[config.mk]
export PLATFORM = sky130hd
export DESIGN_NAME = seq_detector_param
export DESIGN_NICKNAME = d
export VERILOG_FILES = /design/src/rtl/seq_detector_param.sv
export SDC_FILE = /design/constraint.sdc
export NUM_CORES = 1
export LEC_CHECK = 0
export BUFFER_PORTS_ARGS = -buffer_cell sky130_fd_sc_hd__buf_2
export CORE_ASPECT_RATIO = 0.9
export CORE_UTILIZATION = 40
export DETAILED_ROUTE_END_ITERATION = 10
export PLACE_DENSITY = 0.64
export SYNTH_ARGS = -nofsm -noshare
export SYNTH_HDL_FRONTEND = slang
export SYNTH_SLANG_ARGS = --single-unit
export TNS_END_PERCENT = 5
[constraint.sdc]
create_clock -name clk -period 6.5 [get_ports clk]
set_input_delay 0.325 -clock clk [delete_from_list [all_inputs] [get_ports clk]]
set_output_delay 0.325 -clock clk [all_outputs]
set_load 0.01 [all_outputs]
[src/rtl/seq_detector_param.sv]
// Runtime-programmable serial pattern detector (1..MAX_LEN bits) with overlap
// control, Mealy and registered match outputs and a saturating match counter.
module seq_detector_param #(
    parameter int unsigned        MAX_LEN     = 8,
    parameter int unsigned        LEN_W       = 4,
    parameter int unsigned        CNT_W       = 8,
    parameter logic [MAX_LEN-1:0] DEF_PATTERN = MAX_LEN'(8'b0001_1011),
    parameter int unsigned        DEF_LEN     = 5,
    parameter bit                 DEF_OVERLAP = 1'b1
) (
    input  logic               clk,
    input  logic               rst,
    input  logic               in,
    input  logic               in_valid,
    input  logic               cfg_load,
    input  logic [MAX_LEN-1:0] cfg_pattern,
    input  logic [LEN_W-1:0]   cfg_len,
    input  logic               cfg_overlap,
    input  logic               cnt_clr,
    output logic               out,
    output logic               out_q,
    output logic [CNT_W-1:0]   match_count
);

    localparam int unsigned        FILL_W    = $clog2(MAX_LEN + 1);
    localparam logic [LEN_W-1:0]   MAX_LEN_L = LEN_W'(MAX_LEN);
    localparam logic [LEN_W-1:0]   DEF_LEN_L = (DEF_LEN > MAX_LEN) ? MAX_LEN_L : LEN_W'(DEF_LEN);
    localparam logic [FILL_W-1:0]  FILL_MAX  = FILL_W'(MAX_LEN);
    localparam logic [CNT_W-1:0]   CNT_MAX   = '1;

    // The oldest of MAX_LEN received bits never reaches the compare window
    // (the incoming bit fills position 0), so only MAX_LEN-1 bits are stored.
    logic [MAX_LEN-2:0] hist;
    logic [FILL_W-1:0]  fill;
    logic [MAX_LEN-1:0] pat;
    logic [LEN_W-1:0]   len;
    logic               ovl;

    logic [MAX_LEN-1:0] window_c;
    logic [MAX_LEN-1:0] mask_c;
    logic               hit_c;
    logic               fill_ok_c;
    logic [LEN_W-1:0]   len_clamp_c;
    logic [FILL_W-1:0]  fill_inc_c;

    logic [MAX_LEN-2:0] hist_n;
    logic [FILL_W-1:0]  fill_n;
    logic [MAX_LEN-1:0] pat_n;
    logic [LEN_W-1:0]   len_n;
    logic               ovl_n;
    logic [CNT_W-1:0]   cnt_n;

    // Masked compare of the newest L bits against the programmed pattern
    always_comb begin
        window_c = {hist, in};
        mask_c   = '0;
        for (int unsigned i = 0; i < MAX_LEN; i++) begin
            mask_c[i] = (i < 32'(len));
        end
        hit_c       = (((window_c ^ pat) & mask_c) == '0);
        fill_ok_c   = ((32'(fill) + 32'd1) >= 32'(len));
        len_clamp_c = (32'(cfg_len) > MAX_LEN) ? MAX_LEN_L : cfg_len;
        fill_inc_c  = (fill == FILL_MAX) ? FILL_MAX : fill + FILL_W'(1);
    end

    assign out = in_valid & ~cfg_load & ~rst & (len != '0) & fill_ok_c & hit_c;

    // Next-state for history, fill level, shadow config and counter
    always_comb begin
        hist_n = hist;
        fill_n = fill;
        pat_n  = pat;
        len_n  = len;
        ovl_n  = ovl;
        cnt_n  = match_count;

        if (cfg_load) begin
            pat_n  = cfg_pattern;
            len_n  = len_clamp_c;
            ovl_n  = cfg_overlap;
            hist_n = '0;
            fill_n = '0;
        end else if (in_valid) begin
            hist_n = window_c[MAX_LEN-2:0];
            fill_n = (out && !ovl) ? '0 : fill_inc_c;
        end

        if (cnt_clr) begin
            cnt_n = '0;
        end else if (out && (match_count != CNT_MAX)) begin
            cnt_n = match_count + CNT_W'(1);
        end
    end

    always_ff @(posedge clk) begin
        if (rst) begin
            hist        <= '0;
            fill        <= '0;
            pat         <= DEF_PATTERN;
            len         <= DEF_LEN_L;
            ovl         <= DEF_OVERLAP;
            out_q       <= 1'b0;
            match_count <= '0;
        end else begin
            hist        <= hist_n;
            fill        <= fill_n;
            pat         <= pat_n;
            len         <= len_n;
            ovl         <= ovl_n;
            out_q       <= out;
            match_count <= cnt_n;
        end
    end

endmodule
==> flow_summary.ini, run 1 <==
[run_status]
outcome = finished with violations
violations = design-rule violations

[clock_network]
cts-root-buf = clkbuf_8
cts_sinks = 33
cts_inserted_buffers = 5
cts_tree = done
clock_path_buffers = 2
cts_htree_levels = 2
clk_latency_ns = 0.29
ctsHoldBuffers = 0
path_clk_slew_ns = 0.07
post_cts_buffers = 0
post_cts_resized = 0

[sta]
slew_headroom_pct = 71.21
slew_viol_final = 0
min_period_ns = 2.589
rsz0062_at_grt = false
setup_slack_ns = 3.911
hold_viol_final = 0
setup_viol = 0
tightest_slew_ns = 0.4285
fin_setup_tns_ns = 0
hold-worst-slack_ns = 0.2347
min_period_over_period_pct = 39.84
max_freq_mhz = 386.2
skew_ns = 0.001872

[synth]
synth_seq_cells = 33
synth_top_area_cell = dfxtp_1
yosysTopAreaCellShare_pct = 38.15
synthArstFlopShare_pct = 0
ys.flop_type = dfxtp_1
synth.area.top_cells = dfxtp_1 38%, mux2i_1 8.1%, ha_1 5.1%
yosysWarnings = 0
ys_types = 38
synth-seq-area-share_pct = 38.15
synthCells = 193
syn_area_per_cell_um2 = 8.972
syn_nets = 219
synth-edff-count = 0
syn-cell-area_um2 = 1732

[setup_path]
critical_path.startpoint_type = flop
worstPathRequired_ns = 6.17
crit_path_end_kind = primary output
critical_path_arrival_ns = 2.26
crit_type = flop to primary output
crit_fanout = 13

[pwr]
p_comb_share_pct = 10.8
p_sw_share_pct = 26.65
p_int_uw = 301.4
power.density_nw_per_um2 = 212.4
pwr-share-seq_pct = 52.3
p_clk_share_pct = 37.0
ir_drop_uv = 193.4
power_switching_uw = 109.5
power.leakage_nw = 0.7869

[detailed_routing]
wl_per_cell_um = 13.07
routed_wl_mm = 3.477
vias = 1407
drc_errors = 1
ant_nets = 0
drtIter0Drc = 67
vias_per_cell = 5.289
dr.pass1.iters = 7

[min_path]
min_path_type = input pin to flop

[global_routing]
grt_max_degree = 22
antenna_found_initial = 0
grt_usage_pct = 16.46
grt_overflow_total = 0
grt_pass1_vias = 1270
grt_pass1_wl_mm = 5.816

[layout]
drive_gt1_share_pct = 19.27
synthToLayoutAreaGrowth_pct = 11.71
n_fill_cell = 410
antenna_cells = 0
layout_commonest_cell = dfxtp_1
layout_common_cells = 33 x dfxtp_1, 28 x buf_2, 20 x nor2_1
nets = 243

[die]
rows = 22
die_w_um = 71.36
core_um2 = 4101
io_pins = 29
die_area_um2 = 4597
initial_core_util_pct = 42.22
dieHeight_um = 64.42

[place]
dp_slack_ns = 4.113
hpwlAfterDp_mm = 2.515
io_buffers = 28
gp_congestion = 0.8296

[job]
cap_violations = 0
[per-layer routing]
layer	routed length (um)	vias up	track usage (%)
met3	149	5	6.843
li1	-	734	-
met5	0	-	0
met2	1485	28	24.05
met4	40	0	5.250
met1	1802	640	21.90
[critical path, cell delays in order (launching register included)]
cell and delay, ns:
dfxtp_1 0.40, inv_1 0.09, ha_1 0.33, ha_1 0.28
o211ai_1 0.17, a21oi_1 0.10, o211ai_4 0.34, nor2_1 0.11
buf_2 0.15
[flip-flops by register name, summed over array words and instances (netlist names)]
signal	flops
out_q	1
pat	8
ovl	1
match_count	8
len	4
fill	4
hist	7
[cells by family (layout without fill, tap and decap cells)]
logic type	after synthesis	count (layout)	synth area share (%)
fa+ha+maj	7	7	5.058
compound gates	40	40	17.05
buf+inv	22	47	7.225
xor+xnor	10	10	5.058
simple gates	67	67	19.36
mux	14	14	8.092
flops	33	33	38.15
[power by group through the flow]
stage	clock network [mW]	registers, mW	logic, mW
after floorplan	0	0.216	0.0378
after global placement	0	0.219	0.0441
after detailed placement	0	0.219	0.0443
after CTS	0.157	0.215	0.0445
after global routing	0.170	0.216	0.0493
final	0.152	0.215	0.0443
[path summary, 6_finish.rpt]
kind	from	slack (ns)	to	cells after the start
max	fill[0]	3.91	out	8
min	cfg_overlap	0.23	ovl	2
max reg2reg	fill[0]	4.07	match_count[6]	8
min reg2reg	match_count[5]	0.50	match_count[5]	2
[cell usage after synthesis (2+ instances only)]
master	n
buf_6	2
or2_2	2
a31oi_1	2
clkbuf_1	4
nand3_1	10
a211o_1	6
ha_1	7
xor2_1	6
nor2b_1	5
nand4_1	3
clkbuf_8	2
o21ai_0	9
xnor2_1	4
a21oi_1	11
o31ai_1	3
nor4_1	2
or4_1	4
inv_1	11
nor2_1	20
nand2_1	11
dfxtp_1	33
mux2i_1	14
nor3_1	3
or3_1	4
buf_4	2
[cell type report]
cell class | count | area [um2] | area share [%]
clock buffer | 5 | 68.82 | 3.558
clock inverter | 3 | 17.52 | 0.9056
inverter | 11 | 41.29 | 2.135
multi-input combinational | 138 | 945.9 | 48.90
sequential | 33 | 660.6 | 34.15
tap | 48 | 60.06 | 3.105
timing repair buffer | 28 | 140.1 | 7.244
[metrics by stage]
step	utilization (%)	area [um2]	std cells	power (mW)
after floorplan	-	1732	193	0.2535
after global placement	45.06	1848	258	0.2633
after detailed placement	45.06	1848	258	0.2636
after CTS	47.16	1934	266	0.4161
after global routing	47.16	1934	266	0.4350
final	47.16	1934	266	0.4109
No activity file was read; power rests on OpenSTA's default activity.
==> inputs of run 2 (changes only) <==
Settings changed: PLACE_DENSITY 0.64 to 0.66.
Clock period 6.5 ns to 2.3 ns, I/O delays scaled along.
==> run 2 against run 1 <==
  * The flow still finishes with violations (design-rule violations)
  * Worst setup slack got worse by 3.8 ns
  * Sequential power rose to 2.8 times the previous value
  * Largest cell class unchanged
  * Clock-buffer cell count rose by 1
  * Clock power rose to 3.1 times the previous value
==> flow_summary.ini, run 2 (synthesized netlist as in run 1, its figures left out) <==
[global_routing]
grt_pass1_wl_mm = 6.279
grt_overflow_total = 0
grt_usage_pct = 17.79
grt_max_degree = 21
antenna_found_initial = 0
grt_pass1_vias = 1387

[die]
die_w_um = 71.36
initial_core_util_pct = 42.22
io_pins = 29
die_area_um2 = 4597
rows = 22
dieHeight_um = 64.42
core_um2 = 4101

[setup_path]
critical_path_arrival_ns = 2.47
crit_fanout = 4
cp_slowest_cell = or4_1
crit_type = flop to flop
critPathMostFrequentCell = ha_1
max_stage_delay_ns = 0.51
worstPathRequired_ns = 2.53
critical_path.startpoint_type = flop
path_cells = ha_1, xor2_1, ha_1, o211ai_1, a21oi_2, o211ai_2, or4_1, a21oi_1
crit_path_end_kind = flop

[place]
hpwlAfterDp_mm = 2.624
dp_cells = 267
gp_congestion = 0.8530
io_buffers = 28
dp_slack_ns = -0.02375

[layout]
layout_common_cells = 31 x dfxtp_1, 28 x buf_2, 20 x nor2_1
synthToLayoutAreaGrowth_pct = 18.50
layout_commonest_cell = dfxtp_1
nets = 254
drive_gt1_share_pct = 25.33
reg_top3 = match_count (8), pat (8), hist (7)
fin_cells = 277
antenna_cells = 0

[pwr]
power.leakage_nw = 0.8568
power_mw = 1.212
power.density_nw_per_um2 = 590.5
ir_drop_uv = 470.9

[sta]
rsz0062_at_grt = true
hold_viol_final = 0
setup_viol = 0
slew_headroom_pct = 65.56
setup_slack_ns = 0.06108
hold-worst-slack_ns = 0.03219
slew_viol_final = 0
min_period_ns = 2.239
tightest_slew_ns = 0.5146
skew_ns = 0.007080
max_freq_mhz = 446.6
min_period_over_period_pct = 97.34

[detailed_routing]
routed_wl_mm = 3.678
drtIter0Drc = 75
vias = 1460
ant_nets = 0
wl_per_cell_um = 13.28
vias_per_cell = 5.271
dr.pass1.iters = 7
drc_errors = 1

[clock_network]
clock_path_buffers = 2
cts_inserted_buffers = 5
cts_sinks = 33
clk_latency_ns = 0.29
cts_tree = done
cts_htree_levels = 2
cts-root-buf = clkbuf_8
path_clk_slew_ns = 0.07
ctsHoldBuffers = 0

[min_path]
min_path_type = input pin to flop

[run_status]
outcome = finished with violations
violations = design-rule violations

[job]
cap_violations = 0
## run 2: cell types whose count changed in the layout (fill, tap and decap cells not counted), sizes merged
cell / previous run / this run
clkbuf: 5 / 6
clkinvlp: 1 / 0
buf: 28 / 38
o211ai: 2 / 3
## run 2: final cells by class
type / count / area (um2)
Tap cell: 48 / 60.06
Fill cell: 393 / 2049
Clock buffer: 6 / 82.58
Clock inverter: 2 / 13.76
Inverter: 11 / 41.29
Timing Repair Buffer: 38 / 215.2
Multi-Input combinational cell: 139 / 975.9
Sequential cell: 33 / 663.1
## run 2: power breakdown
group / internal (mW) / switching [mW]
Combinational: 0.0632 / 0.0818
Clock: 0.242 / 0.222
Sequential: 0.588 / 0.0139
## run 2: what timing repair did
action	in CTS	in global routing
gates cloned	0	1
buffers inserted	0	1
resized for setup	1	5
setup endpoints to repair	4	8
pin swaps	0	5
## run 2: worst max-delay path, delay by kind of cell (launching register included)
| family | cells | cell delay (ns) |
|---|---|---|
| AND/OR/NAND/NOR | 1 | 0.51 |
| XOR/XNOR | 1 | 0.17 |
| AO/OA/AOI/OAI | 4 | 0.65 |
| adder cells (fa/ha/maj) | 2 | 0.52 |
| flip-flops | 1 | 0.33 |
## run 2: path summary, 6_finish.rpt
| kind | start | endpoint | slack, ns | cells after the start |
|---|---|---|---|---|
| worst max-delay path | fill[0] | match_count[2] | 0.06 | 8 |
| worst min-delay path | cfg_pattern[1] | pat[1] | 0.03 | 2 |
| worst max register to register | fill[0] | match_count[2] | 0.06 | 8 |
| worst min register to register | fill[1] | fill[1] | 0.48 | 2 |
## run 2: stage by stage
step	instance area [um2]	setup TNS, ns	util, %
after floorplan	1732	0	-
after global placement	1916	0	46.71
after detailed placement	1916	-0.02702	46.71
after CTS	2016	0	49.15
after global routing	2052	-0.1632	50.03
final	2052	0	50.03
## run 2: metal layers
metal	wire length, um	up-vias	global-route usage, %
met2	1565	32	26.67
li1	-	762	-
met1	1893	660	23.14
met5	0	-	0
met4	53	0	7.500
met3	165	6	6.221
==> inputs of run 3 (changes only) <==
Settings changed: CTS_BUF_LIST set to sky130_fd_sc_hd__clkbuf_4, HOLD_SLACK_MARGIN set to 0.12, PLACE_DENSITY 0.66 to 0.67.
==> run 3 against run 2 <==
  * The run still ends with design-rule violations left
  * Hold slack better by 0.14 ns
  * Critical path depth is 2 lower
  * Register-to-register slack better by 0.03 ns
  * Worst setup slack worse by 0.012 ns
  * Critical path type is now flop to primary output
  * Critical endpoint is now out
  * Largest power group unchanged
  * Highest routed layer unchanged
==> flow_summary.ini, run 3 (synthesized netlist as in run 1, its figures left out) <==
[setup_path]
crit_fanout = 7
max_stage_delay_ns = 0.66
crit_path_end_kind = primary output
worstPathRequired_ns = 2.18
cp_slowest_cell = or4_2
critical_path_arrival_ns = 2.14
crit_type = flop to primary output
critical_path.startpoint_type = flop
path_cells = buf_4, or4_2, o221a_2, nand3_1, nor2_4, buf_6

[pwr]
power.density_nw_per_um2 = 547.0
power_mw = 1.221
power.leakage_nw = 0.9167
ir_drop_uv = 458.2

[layout]
drive_gt1_share_pct = 26.12
regArea_um2 = 666.9
n_fill_cell = 383
fin_cells = 293
synthToLayoutAreaGrowth_pct = 28.90
multiInputGateArea_um2 = 985.9
final_util_pct = 54.42
reg_top3 = match_count (8), pat (8), hist (7)
layout_common_cells = 30 x dfxtp_1, 27 x buf_2, 19 x nor2_1
layout_commonest_cell = dfxtp_1
antenna_cells = 0
nets = 270

[die]
die_w_um = 71.36
initial_core_util_pct = 42.22
die_area_um2 = 4597
core_um2 = 4101
dieHeight_um = 64.42
rows = 22
io_pins = 29

[detailed_routing]
wl_per_cell_um = 13.32
vias = 1553
routed_wl_mm = 3.903
ant_nets = 0
dr.pass1.iters = 7
vias_per_cell = 5.300
drtIter0Drc = 76
drc_errors = 1

[global_routing]
grt_overflow_total = 0
grt_pass1_vias = 1537
grt_usage_pct = 18.50
antenna_found_initial = 0
grt_max_degree = 21
grt_pass1_wl_mm = 6.617

[sta]
hold_viol_final = 0
skew_ns = 0.008868
slew_headroom_pct = 74.05
tightest_slew_ns = 0.3893
min_period_over_period_pct = 97.85
setup_viol = 0
fin_setup_tns_ns = 0
max_freq_mhz = 444.3
hold-worst-slack_ns = 0.1755
rsz0062_at_grt = true
min_period_ns = 2.251
slew_viol_final = 0

[run_status]
outcome = finished with violations
violations = design-rule violations

[clock_network]
cts_htree_levels = 2
cts_inserted_buffers = 5
clock_path_buffers = 2
clk_latency_ns = 0.35
cts_sinks = 33
cts_tree = done
cts-root-buf = clkbuf_4
path_clk_slew_ns = 0.11

[place]
hpwlAfterDp_mm = 2.729
dp_cells = 268
io_buffers = 28
gp_congestion = 0.8631

[min_path]
min_path_type = input pin to flop

[job]
cap_violations = 0
-- run 3: cell count changes in the layout (fill, tap and decap cells not counted), moves of 2 or more --
cell / change
buf_6: +3
clkbuf_4: +5
clkbuf_8: -6
dlygate4sd3_1: +15
ha_1: -2
-- run 3: worst paths after layout --
| path | from | to | slack [ns] | depth (start not counted) |
|---|---|---|---|---|
| worst max-delay path | len[3] | out | 0.05 | 6 |
| worst max register to register | fill[1] | match_count[4] | 0.09 | 9 |
| worst min register to register | fill[1] | fill[1] | 0.50 | 2 |
| worst min-delay path | in_valid | fill[3] | 0.18 | 3 |
-- run 3: critical path: cells and delay by family (launching register included) --
family	cells	cell delay, ns
compound gates	1	0.16
buf+inv	2	0.29
simple gates	3	1.00
flops	1	0.35
-- run 3: final cells by class --
cell class,instances,share of cell area [%]
clock buffers,5,1.682
clock inverters,3,2.074
inverters,11,1.850
multi-input cells,138,44.17
flip-flops and latches,33,29.88
well taps,48,2.691
repair buffers,55,17.66
-- run 3: power breakdown --
part,internal [mW],leakage [nW],switching (mW)
clock network,0.230,0.0414,0.221
logic,0.0823,0.604,0.0858
registers,0.587,0.271,0.0146
total,0.900,0.917,0.321
-- run 3: repair_timing --
action / CTS / global route
endpoints found under the setup margin: 5 / 7
hold endpoints to repair: 16 / 0
hold buffers: 15 / 0
buffers inserted: 2 / 0
resized for setup: 3 / 12
pin swaps: 1 / 9
-- run 3: routing by layer --
layer | wire length (um) | global-route usage [%] | share of wire, % | vias up
met4 | 97 | 8.750 | 2.5 | 0
met1 | 1791 | 21.81 | 46 | 721
met3 | 149 | 3.888 | 3.8 | 10
met2 | 1864 | 32.02 | 48 | 35
met5 | 0 | 0 | 0 | -
li1 | - | - | - | 787
-- run 3: metrics by stage --
| stage | instance area, um2 | setup WS, ns |
|---|---|---|
| 2_1_floorplan | 1732 | 0.06494 |
| 3_3_place_gp | 1923 | 0.05100 |
| 3_5_place_dp | 1923 | -0.08096 |
| 4_1_cts | 2180 | 0.004550 |
| 5_1_grt | 2232 | -0.02980 |
| 6_report | 2232 | 0.04946 |
